`config.mk`:
```
export PLATFORM = sky130hd
export DESIGN_NAME = pic_inta_sequencer
export DESIGN_NICKNAME = d
export VERILOG_FILES = /design/src/rtl/pic_inta_sequencer.sv
export SDC_FILE = /design/constraint.sdc
export NUM_CORES = 1
export LEC_CHECK = 0
export BUFFER_PORTS_ARGS = -buffer_cell sky130_fd_sc_hd__buf_2
export CORE_UTILIZATION = 64
export CTS_BUF_LIST = sky130_fd_sc_hd__clkbuf_2 sky130_fd_sc_hd__clkbuf_4 sky130_fd_sc_hd__clkbuf_8
export DETAILED_ROUTE_END_ITERATION = 12
export GPL_TIMING_DRIVEN = 0
export HOLD_SLACK_MARGIN = 0.08
export PLACE_DENSITY = 0.95
export SYNTH_ARGS = -nofsm -noshare
export SYNTH_HDL_FRONTEND = slang
export SYNTH_SLANG_ARGS = --single-unit
export TNS_END_PERCENT = 1
```
`constraint.sdc`:
```
create_clock -name clk -period 11.9 [get_ports clk]
set_input_delay 1.19 -clock clk [delete_from_list [all_inputs] [get_ports clk]]
set_output_delay 1.19 -clock clk [all_outputs]
set_load 0.02 [all_outputs]
```
`src/rtl/pic_inta_sequencer.sv`:
```
// 8259-style interrupt-acknowledge sequencer: resolves rotating priority against the
// in-service register, runs the two-pulse INTA handshake and executes OCW2 EOI/rotation.
module pic_inta_sequencer #(
  parameter int NUM_IR       = 8,
  parameter int SPURIOUS_IDX = 7
) (
  input  logic              clk,
  input  logic              rst_n,
  input  logic [NUM_IR-1:0] irr,
  input  logic [NUM_IR-1:0] imr,
  input  logic              inta_n,
  input  logic              aeoi,
  input  logic [4:0]        vector_base,
  input  logic              ocw2_valid,
  input  logic [2:0]        ocw2_cmd,
  input  logic [2:0]        ocw2_level,
  output logic              int_out,
  output logic [NUM_IR-1:0] isr,
  output logic [NUM_IR-1:0] irr_clear,
  output logic [7:0]        vec_out,
  output logic              vec_valid,
  output logic [2:0]        lowest_prio
);

  typedef enum logic [1:0] {IDLE, ACK1, GAP, ACK2} state_t;

  localparam logic [NUM_IR-1:0] ONE_HOT0 = NUM_IR'(1);

  state_t            state, state_nxt;
  logic              inta_prev;
  logic              inta_fall, inta_rise;
  logic              rotate_aeoi;
  logic [2:0]        ack_idx;
  logic              ack_spurious;

  logic [NUM_IR-1:0] req;
  logic [2:0]        lvl;
  logic              win_found, isr_found, eligible;
  logic [2:0]        win_idx, isr_idx;
  logic [3:0]        win_rank, isr_rank;

  logic              take_ack1, finish_ack2;
  logic [NUM_IR-1:0] isr_set, ocw_clr, aeoi_clr, isr_nxt;
  logic              ocw_lp_we, ocw_rot_we, ocw_rot_val;
  logic [2:0]        ocw_lp_val;
  logic              aeoi_lp_we;

  assign inta_fall = inta_prev & ~inta_n;
  assign inta_rise = ~inta_prev & inta_n;
  assign req       = irr & ~imr;

  // Walk levels from lowest_prio+1 upward; the first hit in each vector is its top priority.
  always_comb begin
    lvl       = '0;
    win_found = 1'b0;
    win_idx   = '0;
    win_rank  = 4'd8;
    isr_found = 1'b0;
    isr_idx   = '0;
    isr_rank  = 4'd8;
    for (int k = 0; k < NUM_IR; k++) begin
      lvl = lowest_prio + 3'd1 + 3'(k);
      if (!win_found && req[lvl]) begin
        win_found = 1'b1;
        win_idx   = lvl;
        win_rank  = 4'(k);
      end
      if (!isr_found && isr[lvl]) begin
        isr_found = 1'b1;
        isr_idx   = lvl;
        isr_rank  = 4'(k);
      end
    end
    eligible = win_found && (win_rank < isr_rank);
  end

  always_ff @(posedge clk) begin
    if (!rst_n) state <= IDLE;
    else        state <= state_nxt;
  end

  always_comb begin
    state_nxt = state;
    case (state)
      IDLE:    if (inta_fall) state_nxt = ACK1;
      ACK1:    if (inta_rise) state_nxt = GAP;
      GAP:     if (inta_fall) state_nxt = ACK2;
      ACK2:    if (inta_rise) state_nxt = IDLE;
      default: state_nxt = IDLE;
    endcase
  end

  always_comb begin
    take_ack1   = (state == IDLE) && inta_fall;
    finish_ack2 = (state == ACK2) && inta_rise;
    vec_valid   = (state == ACK2);
    vec_out     = vec_valid ? {vector_base, ack_idx} : 8'h00;
  end

  always_comb begin
    ocw_clr     = '0;
    ocw_lp_we   = 1'b0;
    ocw_lp_val  = ocw2_level;
    ocw_rot_we  = 1'b0;
    ocw_rot_val = 1'b0;
    if (ocw2_valid) begin
      case (ocw2_cmd)
        3'b001: if (isr_found) ocw_clr = ONE_HOT0 << isr_idx;
        3'b011: ocw_clr = ONE_HOT0 << ocw2_level;
        3'b101: begin
          if (isr_found) begin
            ocw_clr    = ONE_HOT0 << isr_idx;
            ocw_lp_we  = 1'b1;
            ocw_lp_val = isr_idx;
          end
        end
        3'b111: begin
          ocw_clr   = ONE_HOT0 << ocw2_level;
          ocw_lp_we = 1'b1;
        end
        3'b110: ocw_lp_we = 1'b1;
        3'b100: begin
          ocw_rot_we  = 1'b1;
          ocw_rot_val = 1'b1;
        end
        3'b000: ocw_rot_we = 1'b1;
        default: ;
      endcase
    end
  end

  // A same-cycle acknowledge set overrides any EOI clear of that bit.
  always_comb begin
    isr_set    = (take_ack1 && eligible) ? (ONE_HOT0 << win_idx) : '0;
    aeoi_clr   = (finish_ack2 && aeoi && !ack_spurious) ? (ONE_HOT0 << ack_idx) : '0;
    aeoi_lp_we = finish_ack2 && aeoi && !ack_spurious && rotate_aeoi;
    isr_nxt    = (isr & ~(ocw_clr | aeoi_clr)) | isr_set;
  end

  always_ff @(posedge clk) begin
    if (!rst_n) begin
      inta_prev    <= 1'b1;
      isr          <= '0;
      irr_clear    <= '0;
      int_out      <= 1'b0;
      ack_idx      <= '0;
      ack_spurious <= 1'b0;
      lowest_prio  <= 3'd7;
      rotate_aeoi  <= 1'b0;
    end else begin
      inta_prev <= inta_n;
      isr       <= isr_nxt;
      irr_clear <= isr_set;
      int_out   <= (state == IDLE) && !inta_fall && eligible;
      if (take_ack1) begin
        ack_idx      <= eligible ? win_idx : 3'(SPURIOUS_IDX);
        ack_spurious <= !eligible;
      end
      if (ocw_lp_we)       lowest_prio <= ocw_lp_val;
      else if (aeoi_lp_we) lowest_prio <= ack_idx;
      if (ocw_rot_we) rotate_aeoi <= ocw_rot_val;
    end
  end

endmodule
```
# After elaboration in Yosys (flattened, before gate mapping)
# Cells that the tools add are included.
# classes
n_addsub,8
magnitude_cmp,9
eq_ne,13
n_shift,4
mux,104
n_bitwise,10
reduce_logical,48
# ops
cell,count
$mux 3,22
$mux 4,16
$bmux 1 s3,16
$mux 8,5
$mux 1,38
$lt 3x4->1 const B,8
$shl 1x3->8 const A,4
$logic_and 1x1->1,23
$logic_not 1->1,17
$and 8x8->8,2
$not 8->8,2
$or 8x8->8,2
$pmux 8 s2,1
$add 3x3->3 const B,4
$eq 3x3->1 const B,4
$mux 2,4
$pmux 2 s4,1
$reduce_or 2->1,4
$add 3x1->3 const B,2
$add 3x2->3 const B,2
$ne 2x2->1 const B,3
$eq 2x2->1 const B,2
$lt 4x4->1,1
$reduce_and 4->1,1
10 further kinds,12
# totals
reg_bits,28
output_inout_bits,29

# Logic depth before layout (Yosys ltp)
# logic_depth
word_depth,33
mapped_depth,20
depth_no_buf,13

# Worst setup path after synthesis
# OpenSTA, ideal clock, no wires.
# synth_path
path_kind,register -> register
start,register lowest_prio[0]
end,register isr[4]
arrival_ns,4.329
required_time_ns,11.812
path_slack_ns,7.483
stages_incl_launch_ff,18
path_buffers,4
period_less_slack_ns,4.417
path_cell_list,dfxtp_1 > buf_6 > buf_2 > inv_1 > buf_2 > ha_1 > inv_1 > mux4_2 > o32ai_4 > nand3_2 > nor2_1 > inv_1 > ha_1 > a21oi_1 > and3_1 > nand2_2 > buf_2 > o31ai_1
# synth_via
elab_chain_cells,33
word_cells_on_any_way,129
classes_between,add/sub (8); order compare (1); shift (2); mux (84); bitwise (4); reduce/logical (30)
# synth_rtl
element,line,source
"start, declared",22,output logic [2:0] lowest_prio
"start signal, assigned",159,if (ocw_lp_we) lowest_prio <= ocw_lp_val;
"start signal, assigned",160,else if (aeoi_lp_we) lowest_prio <= ack_idx;
$add 3x1->3 *,62,lvl = lowest_prio + 3'd1 + 3'(k);
branches (longest 31 deep; another with $add 3x1->3),-,
$or 8x8->8 *,137,isr_nxt = (isr & ~(ocw_clr | aeoi_clr)) | isr_set;
"end signal, assigned",152,isr <= isr_nxt;
"end, declared",18,"output logic [NUM_IR-1:0] isr,"
# Every way passes the cells marked *. The select of a mux whose other input is x is not followed.
# A chain may end at the register's enable or synchronous reset.

# Final worst setup path
# layout_path
start,register lowest_prio[0]
end,register isr[6]
# The elaborated chain is that of the path after synthesis.

==> impl_metrics.py <==
metrics = {
    "status": {
        "outcome": "complete, no violations",
    },
    "clock_network": {
        "cts.repair.resized": 0,
        "cts_setup_buffers": 0,
        "cts_tree": "built",
        "clk_pin_slew_ns": 0.09,
        "cts_buffer_depth": 2,
        "cts_hold_buf": 0,
        "worstSkewPairLatency_ns": 0.28,
        "clock-sinks": 28,
        "cts_root_buffer": "clkbuf_8",
        "htree_levels": 1,
        "numCtsBuffers": 3,
    },
    "power": {
        "p_switching_w": 0.000407,
        "power_frac_clock_pct": 9.5,
        "switching_share_pct": 51.4,
        "leakagePower_nw": 1.75,
        "combPwrFrac_pct": 73.6,
        "internal_power_w": 0.000385,
        "total_power_w": 0.000792,
        "p_seq_share_pct": 16.9,
        "ir_drop_mv": 0.171,
        "power_density_nw_per_um2": 188,
    },
    "layout": {
        "drive_gt1_share_pct": 25.1,
        "final_core_util_pct": 75.6,
        "final_common_cell": "buf_2",
        "design_area_um2": 4220,
        "syn2layout_area_growth_pct": 12.0,
        "diodes": 0,
        "mostFrequentLayoutCells": "buf_2, nand2_1, nor2_1, dfxtp_1, mux2i_1",
        "nNetsFinal": 528,
    },
    "routing": {
        "drc": 0,
        "num_vias": 3990,
        "drt-total-wl_um": 11500,
        "dr.pass1.iters": 6,
        "viasPerCell": 7.15,
        "drt_iter0_markers": 491,
        "wl_per_cell_um": 20.7,
        "detail-route-antenna-nets": 0,
    },
    "global_route": {
        "grt_pass1_wl_um": 18500,
        "grt_pass1_vias": 3840,
        "track_usage_pct": 38.2,
        "grt_start_max_net_pins": 17,
        "antenna_found_initial": 0,
        "grt-ovfl-total": 0,
    },
    "timing": {
        "drv_slew": 0,
        "timing.final.ws_setup_ns": 6.60,
        "rsz0062_at_grt": "false",
        "tightestPinTransition_ns": 0.799,
        "finalSetupViolCount": 0,
        "fmax_ghz": 0.189,
        "skew_ns": 0.00384,
        "layout_min_cycle_time_ns": 5.30,
        "timing.final.crit_share_pct": 44.6,
        "slew_headroom_pct": 46.6,
        "timing_hold_violations_final": 0,
        "fin_setup_tns_ns": 0,
    },
    "place": {
        "place_ws_ns": 6.74,
        "gp_congestion": 0.952,
        "dpl_cell_area_um2": 4140,
        "portBuffers": 58,
        "place_hpwl_um": 8700,
    },
    "worst_setup_path": {
        "required_ns": 12.10,
        "r2r_start": "lowest_prio[0]",
        "cp-startpoint": "lowest_prio[0]",
        "crit_path_end_kind": "flop",
        "critPathKind": "flop to flop",
        "critPathMaxFanout": 10,
        "start_kind": "flop",
        "cp.arrival_ns": 5.50,
    },
    "die": {
        "fp.dieH_um": 78.7,
        "core.rowCount": 27,
        "num_io_pins": 61,
        "dieArea_um2": 6190,
        "die_width_um": 78.7,
        "initial_core_util_pct": 67.5,
        "fp.coreArea_um2": 5570,
    },
    "synth": {
        "synth_cells": 424,
        "ys.flop_type": "dfxtp_1",
        "ys_warn_count": 0,
        "synth_edf_count": 0,
        "synth-async-reset-ratio_pct": 0,
        "synth_area_um2": 3760,
        "ys_types": 78,
        "syn_area_per_cell_um2": 8.88,
        "syn_nets": 465,
        "ys_ff_latch": 28,
        "ys_seq_area_share_pct": 14.9,
    },
    "min_path": {
        "hold_start": "rotate_aeoi",
        "holdCritPathClass": "flop to flop",
    },
    "run": {
        "drv_cap": 0,
    },
}
metrics by stage:
stage	cells	hold WS [ns]
2_1_floorplan	424	0.444
3_3_place_gp	554	0.451
3_5_place_dp	554	0.471
4_1_cts	558	0.485
5_1_grt	558	0.509
6_report	558	0.484
flip-flops by register name (all words and copies together) (netlist names):
name / flops
inta_prev: 1
isr: 8
state: 2
ack_idx: 3
irr_clear: 8
rotate_aeoi: 1
int_out: 1
lowest_prio: 3
ack_spurious: 1
critical path, cell delays in order, from the launching register on:
cell     delay (ns)
dfxtp_1        0.58
buf_6          0.22
buf_2          0.27
inv_1          0.18
buf_2          0.25
ha_1           0.39
inv_1          0.40
mux4_2         0.62
o32ai_4        0.38
nand3_2        0.17
nor2_1         0.31
inv_1          0.12
ha_1           0.31
a21oi_1        0.17
and3_1         0.23
nand2_2        0.15
buf_2          0.22
o31ai_1        0.23
synthesized netlist by cell type (7+ instances only):
cell type / instances / area share (%)
a21oi_1: 16 / 2.1
and2_1: 15 / 2.5
and3_1: 7 / 1.2
buf_2: 7 / 0.93
clkbuf_1: 9 / 0.90
dfxtp_1: 28 / 15
ha_1: 9 / 3.0
inv_1: 13 / 1.3
mux2i_1: 25 / 6.6
mux4_2: 22 / 13
nand2_1: 29 / 2.9
nand2b_1: 15 / 2.5
nand3_1: 16 / 2.1
nor2_1: 28 / 2.8
nor2b_1: 15 / 2.5
nor3_1: 14 / 1.9
nor3b_1: 9 / 1.8
o211ai_1: 9 / 1.8
o21ai_0: 14 / 1.9
o31ai_1: 11 / 2.2
cell type report:
class / instances / area, µm²
Multi-Input combinational cell: 358 / 3000
Fill cell: 402 / 1360
Sequential cell: 28 / 561
Timing Repair Buffer: 58 / 290
Buffer: 25 / 151
Tap cell: 72 / 90.1
Inverter: 13 / 48.8
Clock buffer: 3 / 41.3
Clock inverter: 1 / 30.0
cells by family (layout without fill, tap and decap cells):
kind of cell | Yosys count | after routing | share of synthesized area (%)
DFF | 28 | 28 | 14.9
muxes | 63 | 63 | 26.2
AOI/OAI and AO/OA | 113 | 113 | 23.7
adders and majority gates | 9 | 9 | 2.99
buffers and inverters | 38 | 100 | 5.32
xor gates and xnor gates | 5 | 5 | 2.73
and+or+nand+nor | 168 | 168 | 24.1
power groups by stage:
stage,Clock [W],Sequential (W),Combinational (W)
floorplan,0,0.000139,0.000425
global placement,0,0.000134,0.000547
detailed placement,0,0.000134,0.000564
CTS,0.0000760,0.000133,0.000569
global route,0.0000802,0.000136,0.000619
finish,0.0000755,0.000134,0.000583
worst paths after layout:
kind | to | slack, ns | cells after the start
hold reg to reg | rotate_aeoi | 0.48 | 2
setup / recovery | isr[6] | 6.60 | 17
setup reg to reg | isr[6] | 6.60 | 17
hold / removal | rotate_aeoi | 0.48 | 2
per-layer routing:
| metal | global-route usage, % | share of wire (%) |
|---|---|---|
| met1 | 49.6 | 39 |
| met2 | 64.4 | 47 |
| met3 | 3.02 | 9.9 |
| met4 | 17.2 | 4.2 |
| met5 | 0 | 0 |
No activity file was read; power rests on OpenSTA's default activity.
